--- config.mk ---
export PLATFORM = sky130hd
export DESIGN_NAME = morse_tx_flat
export DESIGN_NICKNAME = d
export VERILOG_FILES = /design/src/rtl/morse_pkg.sv /design/src/rtl/morse_tx_if.sv /design/src/rtl/morse_unit_timer.sv /design/src/rtl/morse_tx.sv /design/src/flat_wrapper.sv
export SDC_FILE = /design/constraint.sdc
export NUM_CORES = 1
export LEC_CHECK = 0
export CORE_MARGIN = 2
export CORE_UTILIZATION = 55
export DETAILED_ROUTE_END_ITERATION = 8
export GPL_TIMING_DRIVEN = 0
export PLACE_DENSITY = 0.84
export REMOVE_ABC_BUFFERS = 1
export SYNTH_ARGS = -nofsm -noshare
export SYNTH_HDL_FRONTEND = slang
export SYNTH_SLANG_ARGS = --single-unit
--- constraint.sdc ---
create_clock -name clk -period 6.2 [get_ports clk]
set_clock_uncertainty 0.15 [all_clocks]
set_input_delay 1.24 -clock clk [delete_from_list [all_inputs] [get_ports clk]]
set_output_delay 1.24 -clock clk [all_outputs]
set_load 0.02 [all_outputs]
--- src/rtl/morse_pkg.sv ---
// Shared Morse definitions: transmitter state encoding, symbol limit and
// interval lengths in Morse time units.
package morse_pkg;

    typedef enum logic [1:0] {
        IDLE,
        SYM_ON,
        SYM_GAP,
        CHAR_GAP
    } tx_state_e;

    localparam int MAX_SYMBOLS = 5;

    localparam logic [2:0] DOT_UNITS      = 3'd1;
    localparam logic [2:0] DASH_UNITS     = 3'd3;
    localparam logic [2:0] SYM_GAP_UNITS  = 3'd1;
    localparam logic [2:0] CHAR_GAP_UNITS = 3'd3;
    localparam logic [2:0] WORD_GAP_UNITS = 3'd7;

    function automatic logic [2:0] sym_units(input logic is_dash);
        return is_dash ? DASH_UNITS : DOT_UNITS;
    endfunction

endpackage

--- src/rtl/morse_tx_if.sv ---
// Character handshake between a character source and the Morse transmitter.
interface morse_tx_if #(
    parameter int MAX_SYMBOLS = morse_pkg::MAX_SYMBOLS
);
    logic                   char_valid;
    logic                   char_ready;
    logic [MAX_SYMBOLS-1:0] char_code;
    logic [2:0]             char_len;
    logic                   word_end;

    modport master (
        output char_valid, char_code, char_len, word_end,
        input  char_ready
    );

    modport slave (
        input  char_valid, char_code, char_len, word_end,
        output char_ready
    );
endinterface

--- src/rtl/morse_unit_timer.sv ---
// Morse unit timebase: cycle counter producing a one-cycle tick per unit and
// a count of whole units elapsed since the last restart.
module morse_unit_timer #(
    parameter int UNIT_CYCLES = 12_000_000
) (
    input  logic       clk,
    input  logic       reset,
    input  logic       restart,
    output logic       unit_tick,
    output logic [2:0] unit_count
);
    localparam int CW = (UNIT_CYCLES > 1) ? $clog2(UNIT_CYCLES) : 1;
    localparam logic [CW-1:0] LAST = CW'(UNIT_CYCLES - 1);

    logic [CW-1:0] cyc_q, cyc_d;
    logic [2:0]    units_q, units_d;

    assign unit_tick  = (cyc_q == LAST);
    assign unit_count = units_q;

    always_comb begin
        cyc_d   = cyc_q + CW'(1);
        units_d = units_q;
        if (restart) begin
            cyc_d   = '0;
            units_d = '0;
        end else if (unit_tick) begin
            cyc_d   = '0;
            units_d = units_q + 3'd1;
        end
    end

    always_ff @(posedge clk) begin
        if (reset) begin
            cyc_q   <= '0;
            units_q <= '0;
        end else begin
            cyc_q   <= cyc_d;
            units_q <= units_d;
        end
    end
endmodule

--- src/rtl/morse_tx.sv ---
// Morse transmitter: accepts one character per handshake and keys it out
// with standard dot/dash/gap timing.
module morse_tx
    import morse_pkg::*;
#(
    parameter int UNIT_CYCLES = 12_000_000,
    parameter int MAX_SYMBOLS = morse_pkg::MAX_SYMBOLS
) (
    input  logic       clk,
    input  logic       reset,
    morse_tx_if.slave  ch,
    output logic       key_out,
    output logic       busy
);
    localparam logic [2:0] MAX_LEN = 3'(MAX_SYMBOLS);

    tx_state_e              state_q, state_d;
    logic [MAX_SYMBOLS-1:0] code_q, code_d;
    logic [2:0]             len_q, len_d;
    logic                   word_q, word_d;
    logic [2:0]             idx_q, idx_d;
    logic [2:0]             tgt_q, tgt_d;
    logic                   key_q, key_d;
    logic                   ready_q, ready_d;

    logic                   restart, unit_tick, expiry;
    logic [2:0]             unit_count, len_in, idx_nxt;

    morse_unit_timer #(.UNIT_CYCLES(UNIT_CYCLES)) u_timer (
        .clk        (clk),
        .reset      (reset),
        .restart    (restart),
        .unit_tick  (unit_tick),
        .unit_count (unit_count)
    );

    assign expiry     = unit_tick && (unit_count == tgt_q - 3'd1);
    assign len_in     = (ch.char_len > MAX_LEN) ? MAX_LEN : ch.char_len;
    assign idx_nxt    = idx_q + 3'd1;
    // Timer is held cleared while idle so every interval starts from zero.
    assign restart    = (state_d != state_q) || (state_q == IDLE);
    assign key_out    = key_q;
    assign ch.char_ready = ready_q;
    assign busy       = (state_q != IDLE);

    always_comb begin
        state_d = state_q;
        code_d  = code_q;
        len_d   = len_q;
        word_d  = word_q;
        idx_d   = idx_q;
        tgt_d   = tgt_q;
        case (state_q)
            IDLE: begin
                if (ch.char_valid && ready_q) begin
                    code_d = ch.char_code;
                    len_d  = len_in;
                    word_d = ch.word_end;
                    idx_d  = '0;
                    if (len_in == 3'd0) begin
                        state_d = CHAR_GAP;
                        tgt_d   = WORD_GAP_UNITS;
                    end else begin
                        state_d = SYM_ON;
                        tgt_d   = sym_units(ch.char_code[0]);
                    end
                end
            end
            SYM_ON: begin
                if (expiry) begin
                    if (idx_q == len_q - 3'd1) begin
                        state_d = CHAR_GAP;
                        tgt_d   = word_q ? WORD_GAP_UNITS : CHAR_GAP_UNITS;
                    end else begin
                        state_d = SYM_GAP;
                        tgt_d   = SYM_GAP_UNITS;
                    end
                end
            end
            SYM_GAP: begin
                if (expiry) begin
                    state_d = SYM_ON;
                    idx_d   = idx_nxt;
                    tgt_d   = sym_units(code_q[idx_nxt]);
                end
            end
            CHAR_GAP: begin
                if (expiry) state_d = IDLE;
            end
            default: state_d = IDLE;
        endcase
        key_d   = (state_d == SYM_ON);
        ready_d = (state_d == IDLE);
    end

    always_ff @(posedge clk) begin
        if (reset) begin
            state_q <= IDLE;
            code_q  <= '0;
            len_q   <= '0;
            word_q  <= 1'b0;
            idx_q   <= '0;
            tgt_q   <= '0;
            key_q   <= 1'b0;
            ready_q <= 1'b1;
        end else begin
            state_q <= state_d;
            code_q  <= code_d;
            len_q   <= len_d;
            word_q  <= word_d;
            idx_q   <= idx_d;
            tgt_q   <= tgt_d;
            key_q   <= key_d;
            ready_q <= ready_d;
        end
    end
endmodule

--- src/flat_wrapper.sv ---
// flat-port wrapper written by rule: the top's interface ports become plain ports
module morse_tx_flat import morse_pkg::*;
#(
    parameter int UNIT_CYCLES = 12_000_000,
    parameter int MAX_SYMBOLS = morse_pkg::MAX_SYMBOLS
)
  (clk, reset, key_out, busy, ch_char_valid, ch_char_code, ch_char_len, ch_word_end, ch_char_ready);
  morse_tx_if #(.MAX_SYMBOLS(MAX_SYMBOLS)) ch_i ();
  input  logic clk;
  input  logic reset;
  output logic key_out;
  output logic busy;
  input wire logic [$bits(ch_i.char_valid)-1:0] ch_char_valid;
  input wire logic [$bits(ch_i.char_code)-1:0] ch_char_code;
  input wire logic [$bits(ch_i.char_len)-1:0] ch_char_len;
  input wire logic [$bits(ch_i.word_end)-1:0] ch_word_end;
  output wire logic [$bits(ch_i.char_ready)-1:0] ch_char_ready;
  assign ch_i.char_valid = ch_char_valid;
  assign ch_i.char_code = ch_char_code;
  assign ch_i.char_len = ch_char_len;
  assign ch_i.word_end = ch_word_end;
  assign ch_char_ready = ch_i.char_ready;
  morse_tx #(.UNIT_CYCLES(UNIT_CYCLES), .MAX_SYMBOLS(MAX_SYMBOLS)) u_core (.clk(clk), .reset(reset), .ch(ch_i), .key_out(key_out), .busy(busy));
endmodule
==> results of run 1 <==
flip-flops by register name, summed over array words and instances, names as in the netlist:
signal and count:
u_core.ch.char_ready 1, u_core.code_q 5, u_core.idx_q 3, u_core.key_out 1, u_core.len_q 3, u_core.state_q 2
u_core.tgt_q 3, u_core.u_timer.cyc_q 24, u_core.u_timer.unit_count 3, u_core.word_q 1
stage by stage:
stage	setup slack (ns)	cells
after detailed placement	2.46	340
after CTS	2.76	347
final	2.79	347
after floorplan	3.64	274
after global routing	2.59	347
after global placement	2.52	340
worst max path at each step:
stage / start / to / slack [ns] / cells past startpoint
floorplan: ch_char_len[1] / u_core.u_timer.unit_count[1] / 3.64 / 5
global placement: reset / u_core.u_timer.cyc_q[16] / 2.52 / 5
detailed placement: reset / u_core.u_timer.cyc_q[9] / 2.46 / 5
CTS: reset / u_core.u_timer.cyc_q[9] / 2.76 / 5
global route: reset / u_core.u_timer.cyc_q[16] / 2.59 / 5
finish: reset / u_core.u_timer.cyc_q[9] / 2.79 / 5
layout by cell type (no fill, tap or decap), types with 2 or more instances in the layout:
cell type        instances
dfxtp_1                 46
nor2_1                  35
nand2_1                 26
xor2_1                  20
nand4_1                 15
inv_1                   14
nand3_1                 14
clkdlybuf4s50_1         14
a21oi_1                 11
nor3_1                  10
ha_1                     9
xnor2_1                  8
nand2b_1                 6
clkbuf_8                 6
o21ai_0                  5
a211oi_1                 5
nor4b_1                  4
and3_1                   3
and4_1                   3
and4bb_2                 2
or2_2                    2
or3_1                    2
o311ai_0                 2
mux2i_1                  2
o211ai_1                 2
and2_1                   2
power by group:
| part | internal [mW] | leakage (nW) | switching (mW) |
|---|---|---|---|
| sequential | 0.310 | 0.373 | 0.0104 |
| combinational | 0.0561 | 0.509 | 0.0726 |
| clock | 0.129 | 0.0573 | 0.0946 |
logic make-up after synthesis:
kind of cell,Yosys count,synth area share
AOI/OAI and AO/OA,42,0.126
xor gates and xnor gates,30,0.120
adders and majority gates,9,0.0464
buffers and inverters,23,0.0377
DFF,46,0.380
muxes,3,0.0129
and+or+nand+nor,130,0.277
per-layer routing:
| metal | GRT usage | share of wire |
|---|---|---|
| met1 | 0.235 | 0.45 |
| met2 | 0.356 | 0.50 |
| met3 | 0.0505 | 0.038 |
| met4 | 0.0940 | 0.012 |
| met5 | 0 | 0 |
worst max-delay path, cell delays in order:
cell and delay (ns):
clkdlybuf4s50_1 0.76, or4_1 0.75, inv_1 0.14, o21ai_1 0.36, nor2_1 0.22
final cells by class:
class,count,area [µm²]
tap,52,65.1
timing repair buffer,14,140
multi-input combinational,214,1410
sequential,46,921
clock buffer,6,82.6
clock inverter,1,30.0
inverter,14,52.6
fill,388,1590
==> run metrics, run 1 <==
final WL approximately 4700 µm; area share of the largest cell type after synthesis 0.380; Setup crit start kind input pin; mapped cell area roughly 2400 µm²; PortBufs 14; post-CTS sizing 0; worst-path maximum fanout 17; Setup crit end kind flop; Final TNS setup 0 ns; Final Hold Viols 0; hold path cells 2; HPWL Detailed ~3400 µm; drt drc 0; Reg2Reg Depth 7; Longest Clk Path Bufs 2; slew margin rel. 0.281; finished layout cell area roughly 2700 µm²; Synth top cells by count dfxtp_1 (46), nor2_1 (35), nand2_1 (26); Tot Pwr roughly 0.67 mW; number of max-cap violations 0; Area Overhead vs Synth 11.5%; Post-CTS Setup Bufs 0; synthesized instance count approximately 280; die height ~70 µm; CP required ~6.3 ns; Layout Nets ~320; r2r setup slk between 3 and 4 ns; fraction of registers with async set/reset 0; Hold Path Origin u_core.code_q[4]; htree depth 2; wire per inst 13.4 µm; Final setup violation count 0; WS Path Type input pin to flop; Num CTS Buffers 5; worst hold endpoint u_core.code_q[4]; Fin Hold WS ~0.3 ns; HP Class flop to flop; Overflow after GRT 0; total I/O pin count 15; Synth Flop Type dfxtp_1; GR Util All Layers 0.205; Cell Area, Placed 2590 µm²; Post-Synthesis Mean Instance Area 8.57 µm²; synth top area cells dfxtp_1 (38%), xor2_1 (7.2%), nor2_1 (5.4%), ha_1 (4.6%), nand2_1 (4.0%); maximum clock rate roughly 0.3 GHz; antenna violations before repair 0; share of layout cells above drive strength 1 0.0610; clk sinks 46; worst r2r src u_core.state_q[1]; clock-pin slew on the worst setup and hold paths 0.08 ns; most frequent cell after synthesis dfxtp_1; vias in the first global route between 1500 and 2000; n_diodes 0; DRT iter0 DRCs 126; # hold bufs at CTS 0; measured slew at the worst slew-check pin ~1.1 ns; CTS tree built; vias per inst between 5 and 6; post-synthesis sequential area ratio 0.380; # rows 24; post-route ant nets 0; Slew Viols, Final 0; outcome finished, final reports clean; synth unique cells 53; PwrDens between 200 and 250 nW/µm²; area leader, netlist dfxtp_1; Peak VDD IR roughly 0.00015 V; fin util 0.630; root buffer cell clkbuf_8; largest net degree at the start of global routing 18; RePlAce Congestion between 0.8 and 0.9; Syn. warnings 0; global-route wire length before repair 8240 µm; Tcrit/Tclk final 0.550; Critical Path AT around 3.5 ns; Post-synth EDFFs 0; Seq cells post-synth 46; Pleak roughly 0.94 nW; min Tclk post-route between 3 and 4 ns; drt first pass iters 4; Core Box Area approximately 4300 µm²; RSZ-0062 raised after global routing false; end of the worst register-to-register path u_core.u_timer.cyc_q[9]; initial core utilization 0.565; Skew-Pair Late Insertion Delay between 0.2 and 0.3 ns; vias approximately 2000; die width between 70 and 80 µm; die area approximately 5000 µm²
Note: power is estimated with default switching activity, not from simulation.
==> run 2, diff against run 1 <==
--- a/config.mk
+++ b/config.mk
@@ -6,7 +6,7 @@
 export NUM_CORES = 1
 export LEC_CHECK = 0
 export CORE_MARGIN = 2
-export CORE_UTILIZATION = 55
+export CORE_UTILIZATION = 53
 export DETAILED_ROUTE_END_ITERATION = 8
 export GPL_TIMING_DRIVEN = 0
 export PLACE_DENSITY = 0.84
==> constraint.sdc (replaced) <==
create_clock -name clk -period 2.8 [get_ports clk]
set_clock_uncertainty 0.15 [all_clocks]
set_input_delay 0.56 -clock clk [delete_from_list [all_inputs] [get_ports clk]]
set_output_delay 0.56 -clock clk [all_outputs]
set_load 0.02 [all_outputs]
==> run 2 against run 1 <==
  * Critical endpoint is now busy
  * Sequential share of layout area is essentially flat
  * Clock power grew 120%
  * Utilization shrank 1.2 points
  * Global-route usage is essentially flat
  * Routed wire length grew 4.3%
  * First-iteration DRC count grew 4.0%
  * Critical path type is now flop to output pin
  * Combinational power grew 120%
  * Clock-buffer cell count is the same
==> run metrics, run 2 (synthesis gave the netlist of run 1 again) <==
post-CTS sizing 0 (unchanged); HP Class flop to flop; largest net degree at the start of global routing 18 (unchanged); RSZ-0062 raised after global routing false; global-route wire length before repair 8550 µm (+3.8%); # rows 24 (unchanged); CTS tree built; die area 5130 µm² (+3.6%); WS Path Type flop to output pin; fin cells 348 (+0.29%); Setup WS pre-CTS -0.261 ns (-2.72 ns); PwrDens 552 nW/µm² (+120%); fin util 0.617 (-0.0124); commonest non-fill, non-tap cell in the layout dfxtp_1; Largest regs u_core.u_timer.cyc_q: 24 flops, u_core.code_q: 5 flops; CP required 2.09 ns (-4.18 ns); Layout Nets 316 (unchanged); post-route ant nets 0 (unchanged); Fill cells 404 (+4.1%); Core Box Area 4380 µm² (+2.1%); Pleak 0.942 nW (+0.24%); wire per inst 14.0 µm (+4.0%); final WL 4860 µm (+4.3%); Biggest register u_core.u_timer.cyc_q; outcome finished, final reports clean; number of max-cap violations 0 (unchanged); Skew-Pair Late Insertion Delay 0.30 ns (about the same); placed insts 340 (unchanged); Area Overhead vs Synth 11.6% (about the same); vias 2014 (+1.4%); total I/O pin count 15 (unchanged); n_diodes 0 (unchanged); HPWL Detailed 3510 µm (+4.3%); Critical Path AT 1.92 ns (-1.56 ns); max FFs per register 24 (unchanged); Cell Area, Placed 2590 µm² (unchanged); Setup crit end kind output pin; min Tclk post-route between 2 and 3 ns; # hold bufs at CTS 0 (unchanged); die height 71.6 µm (+1.8%); drt drc 0 (unchanged); worst-path maximum fanout 12 (-5); vias in the first global route 2007 (+0.80%); vias per inst 5.79 (+1.1%); clock-pin slew on the worst setup and hold paths 0.08 ns (about the same); Post-CTS Setup Bufs 0 (unchanged); GR Util All Layers 0.205 (about the same); Slew Viols, Final 0 (unchanged); clk sinks 46 (unchanged); slew margin rel. 0.266 (-0.0151); PortBufs 14 (unchanged); share of layout cells above drive strength 1 0.0642 (+0.00317); Longest Clk Path Bufs 2 (unchanged); Setup crit start kind flop; drt first pass iters 4 (unchanged); finished layout cell area 2710 µm² (about the same); Overflow after GRT 0 (unchanged); root buffer cell clkbuf_8; htree depth 2 (unchanged); most frequent cells in the layout dfxtp_1 (46), nor2_1 (35), nand2_1 (26); die width 71.6 µm (+1.8%); Tcrit/Tclk final 0.938; antenna violations before repair 0 (unchanged); Peak VDD IR 0.000285 V (+96%); initial core utilization 0.553 (-0.0116); RePlAce Congestion 0.888 (+4.5%); Final Hold Viols 0 (unchanged); Final setup violation count 0 (unchanged); Num CTS Buffers 5 (unchanged); measured slew at the worst slew-check pin 1.09 ns (+0.0226 ns); final setup margin 0.174 ns (-2.62 ns); DRT iter0 DRCs 131 (+4.0%); maximum clock rate approximately 0.38 GHz
[run 2: changes by cell type in the layout (fill, tap and decap cells not counted), sizes merged]
| cell | before | now |
|---|---|---|
| clkdlybuf4s50 | 14 | 13 |
| clkinvlp | 0 | 1 |
| dlymetal6s2s | 0 | 1 |
[run 2: final timing paths]
| check | to | slack [ns] | depth (start not counted) | start |
|---|---|---|---|---|
| setup / recovery | busy | 0.17 | 4 | u_core.state_q[0] |
| setup reg to reg | u_core.u_timer.cyc_q[12] | 0.21 | 7 | u_core.state_q[0] |
| hold / removal | u_core.word_q | 0.31 | 2 | u_core.word_q |
| hold reg to reg | u_core.word_q | 0.31 | 2 | u_core.word_q |
[run 2: layer usage]
| layer | wire, µm | track usage | part of all wire |
|---|---|---|---|
| met5 | 0 | 0 | 0 |
| met4 | 78 | 0.0755 | 0.016 |
| met3 | 244 | 0.0478 | 0.050 |
| met2 | 2390 | 0.367 | 0.49 |
| met1 | 2140 | 0.237 | 0.44 |
[run 2: through the flow]
| step | power, mW | hold slack [ns] | setup TNS [ns] |
|---|---|---|---|
| floorplan | 0.927 | 0.276 | 0 |
| global placement | 1.01 | 0.297 | -2.88 |
| detailed placement | 1.01 | 0.301 | -3.49 |
| CTS | 1.50 | 0.313 | 0 |
| global route | 1.57 | 0.342 | 0 |
| finish | 1.49 | 0.313 | 0 |
[run 2: power breakdown]
part	switching [mW]	total [mW]	internal, mW
clock	0.225	0.491	0.266
combinational	0.163	0.290	0.126
sequential	0.0247	0.712	0.688
total	0.413	1.49	1.08
[run 2: cell type report]
cell class | instances | area, µm² | area share
Clock inverter | 2 | 37.5 | 0.0139
Multi-Input combinational cell | 214 | 1420 | 0.523
Clock buffer | 6 | 72.6 | 0.0268
Inverter | 14 | 52.6 | 0.0194
Sequential cell | 46 | 921 | 0.340
Tap cell | 52 | 65.1 | 0.0240
Timing Repair Buffer | 14 | 143 | 0.0527
[run 2: worst max-delay path, cell delays in order, from the launching register on]
cell	delay [ns]
dfxtp_1	0.46
inv_1	0.12
ha_2	0.28
inv_1	0.14
clkdlybuf4s50_1	0.62
==> run 3, diff against run 2 <==
--- a/config.mk
+++ b/config.mk
@@ -5,6 +5,8 @@
 export SDC_FILE = /design/constraint.sdc
 export NUM_CORES = 1
 export LEC_CHECK = 0
+export ABC_CLOCK_PERIOD_IN_PS = 2800
+export CORE_ASPECT_RATIO = 0.9
 export CORE_MARGIN = 2
 export CORE_UTILIZATION = 53
 export DETAILED_ROUTE_END_ITERATION = 8
@@ -13,4 +15,5 @@
 export REMOVE_ABC_BUFFERS = 1
 export SYNTH_ARGS = -nofsm -noshare
 export SYNTH_HDL_FRONTEND = slang
+export SYNTH_HIERARCHICAL = 1
 export SYNTH_SLANG_ARGS = --single-unit
==> run 3 against run 2 <==
  * The flow now finishes with violations (negative setup slack)
  * Register-to-register slack lost 0.35 ns
  * Total power grew 36%
  * Synthesized cell count shrank 0.35%
  * Highest routed layer unchanged
  * Routed wire length grew 18%
  * Flip-flop and latch count is the same
  * Global-route usage grew 2.1 points
  * Sequential power grew 12%
  * Die area grew 1.4%
==> run metrics, run 3 <==
die height 68.6 µm (-4.2%); Critical Path AT 2.96 ns (+1.04 ns); end of the worst register-to-register path u_core/u_timer/unit_count[2]; Compound-Gate Fraction of Synth Area 0.169 (+0.0429); slowest CP cell or4bb_4; hold path cells 2 (unchanged); Largest regs u_core/u_timer/cyc_q: 24 flops, u_core/code_q: 5 flops; largest family of logic cells by synthesized area simple AND/OR/NAND/NOR gates; area share of the largest cell type after synthesis 0.374 (-0.00560); drt drc 0 (unchanged); routed wl met3 237 µm (-2.9%); Biggest register u_core/u_timer/cyc_q; total I/O pin count 15 (unchanged); failing checks negative setup slack; fraction of synthesized area in multiplexers 0.0219 (+0.00896); max FFs per register 24 (unchanged); largest net degree at the start of global routing 23 (+5); PwrDens 687 nW/µm² (+24%); Pleak 1.02 nW (+8.8%); Num CTS Buffers 5 (unchanged); share of layout cells above drive strength 1 0.179 (+0.115); Setup crit end u_core/u_timer/unit_count[2]; combinational share of power 0.400 (+0.206); CP required 2.83 ns (+0.74 ns); PortBufs 14 (unchanged); Post-Synthesis Mean Instance Area 8.73 µm² (+1.9%); internal power 1.27 mW (+18%); antenna violations before repair 0 (unchanged); vias 2220 (+10%); Post-synth EDFFs 0 (unchanged); die width 75.8 µm (+5.8%); Switch Pwr 0.758 mW (+84%); DRT iter0 DRCs 109 (-17%); n_diodes 0 (unchanged); Syn. warnings 6 (+6); Layout Nets 328 (+3.8%); global-route wire length before repair 8960 µm (+4.8%); Slew Viols, Final 0 (unchanged); slew margin rel. 0.442 (+0.176); Final Hold Viols 0 (unchanged); cell chain of the critical path or4bb_4, nor2_4, and3_4, inv_2, nor4_4, buf_4, a21oi_2, o311ai_2, nor2_1, buf_6, o311ai_4, o41ai_2; Area Overhead vs Synth 20.1%; xor/xnor share of the synthesized area 0.0829 (-0.0374); Skew-Pair Late Insertion Delay 0.30 ns (about the same); RSZ-0062 raised after global routing true; worst-path maximum fanout 6 (-6); Seq cells post-synth 46 (unchanged); r2r setup slk -0.14 ns (-0.35 ns); metal1 wirelength 2440 µm (+14%); Tcrit/Tclk final 1.05 (+0.110); Synth Flop Type dfxtp_1; clk sinks 46 (unchanged); synth top area cells dfxtp_1 (37%), ha_1 (5.1%), a21oi_1 (4.9%), nor2_1 (4.0%), xnor2_1 (3.9%); post-route ant nets 0 (unchanged); vias per inst 6.02 (+4.0%); synth unique cells 59 (+11%); final setup margin -0.135 ns (-0.309 ns); Tot Pwr 2.03 mW (+36%); highest metal used met4; Seq pwr share 0.392 (-0.085); fraction of registers with async set/reset 0 (unchanged); synthesized instance count 282 (-0.35%); HPWL Detailed 3500 µm (-0.25%); CTS tree built; worst r2r src u_core/u_timer/cyc_q[19]; min Tclk post-route 2.94 ns (+0.309 ns); most frequent cells in the layout dfxtp_1 (38), nor2_1 (25), nand2_1 (25); Overflow after GRT 0 (unchanged); final WL 5750 µm (+18%); Longest Clk Path Bufs 2 (unchanged); commonest non-fill, non-tap cell in the layout dfxtp_1; drt first pass iters 5 (+1); maximum clock rate 0.341 GHz (-11%); wire per inst 15.6 µm (+12%); area leader, netlist dfxtp_1; post-synthesis sequential area ratio 0.374 (-0.00560); outcome complete, but fails checks; Synth top cells by count dfxtp_1 (46), nor2_1 (26), nand2_1 (25); HP Class flop to flop; die area 5210 µm² (+1.4%); RePlAce Congestion 0.825 (-7.0%); Fin Hold WS 0.308 ns (-0.00528 ns); vias in the first global route 2054 (+2.3%); root buffer cell clkbuf_8; most frequent cell after synthesis dfxtp_1; mapped cell area 2460 µm² (+1.5%); metal2 WL 2980 µm (+25%); Fill cells 359 (-11%); # rows 23 (-4.2%); clock share of power 0.209 (-0.120); Setup crit end kind flop; clock-pin slew on the worst setup and hold paths 0.09 ns (about the same); Setup crit start kind flop; WS Path Type flop to flop; Slowest Stage Delay on Critical Path 0.56 ns (-0.06 ns); initial core utilization 0.552 (-0.00133); number of max-cap violations 0 (unchanged); Net Sw Frac 0.373 (+0.0967); Worst Setup SP u_core/u_timer/cyc_q[19]; Synth Area in Adders 0.0508 (+0.00440); Peak VDD IR 0.000410 V (+44%); Final TNS setup -2.52 ns (-2.52 ns); simple-gate portion of the synthesized area 0.255 (-0.0224); htree depth 2 (unchanged); GR Util All Layers 0.226 (+0.0207); Final setup violation count 24 (+24); Core Box Area 4460 µm² (+1.7%); Reg2Reg Depth 12 (+5); measured slew at the worst slew-check pin 0.835 ns (-0.260 ns)
run 3: cell count changes in the layout (fill, tap and decap cells not counted), moves of 5 or more:
| cell | change |
|---|---|
| a21oi_1 | +9 |
| buf_4 | +7 |
| dfxtp_1 | -8 |
| dfxtp_2 | +6 |
| nand4_1 | -8 |
| nor2_1 | -10 |
| nor3_1 | -5 |
| or3_1 | +9 |
| xor2_1 | -13 |
run 3: power groups by stage:
stage / Combinational [mW] / Sequential [mW] / Clock [mW]
2_1_floorplan: 0.526 / 0.803 / 0
3_5_place_dp: 0.716 / 0.801 / 0
5_1_grt: 0.889 / 0.806 / 0.454
3_3_place_gp: 0.693 / 0.797 / 0
4_1_cts: 0.777 / 0.790 / 0.433
6_report: 0.812 / 0.796 / 0.423
run 3: worst min-delay path by stage:
| stage | startpoint | slack (ns) | end |
|---|---|---|---|
| after global routing | u_core/code_q[1] | 0.34 | u_core/code_q[1] |
| final | u_core/len_q[1] | 0.31 | u_core/len_q[1] |
| after CTS | u_core/u_timer/cyc_q[0] | 0.31 | u_core/u_timer/cyc_q[0] |
| after floorplan | u_core/len_q[1] | 0.28 | u_core/len_q[1] |
| after global placement | u_core/len_q[1] | 0.29 | u_core/len_q[1] |
| after detailed placement | u_core/code_q[4] | 0.30 | u_core/code_q[4] |
run 3: layout make-up:
type	count	area, µm²	area share
well taps	62	77.6	0.0262
clock inverters	2	12.5	0.00423
inverters	17	63.8	0.0216
flip-flops and latches	46	936	0.317
clock buffers	6	82.6	0.0279
multi-input cells	213	1570	0.530
repair buffers	23	218	0.0736
run 3: through the flow:
step	setup slack (ns)	cell area [µm²]	instances	util
floorplan	-0.282	2410	273	-
global placement	-0.726	2630	349	0.589
detailed placement	-0.855	2630	349	0.589
CTS	0.00216	2800	362	0.627
global route	-0.223	2960	369	0.663
finish	-0.135	2960	369	0.663
run 3: worst max-delay path, delay by kind of cell (launching register included):
kind	cells	cell delay, ns
simple gates	5	1.24
compound gates	4	0.62
buf+inv	3	0.42
flops	1	0.37
run 3: timing repair:
item	CTS	global route
hold buffers	0	0
setup buffers	4	5
hold endpoints to repair	0	0
resized for setup	11	27
gates cloned	1	2
pin swaps	3	15
setup endpoints to repair	31	25
run 3: logic make-up after synthesis:
family | Yosys count
buffers and inverters | 26
adder cells (fa/ha/maj) | 10
XOR/XNOR | 20
AND/OR/NAND/NOR | 114
multiplexers | 4
flip-flops | 46
AO/OA/AOI/OAI | 62
run 3: layer usage:
layer  vias up  global-route usage
met5         -                   0
met4         0              0.0789
met3        12              0.0422
met2        49               0.416
met1      1076               0.259
li1       1083                   -
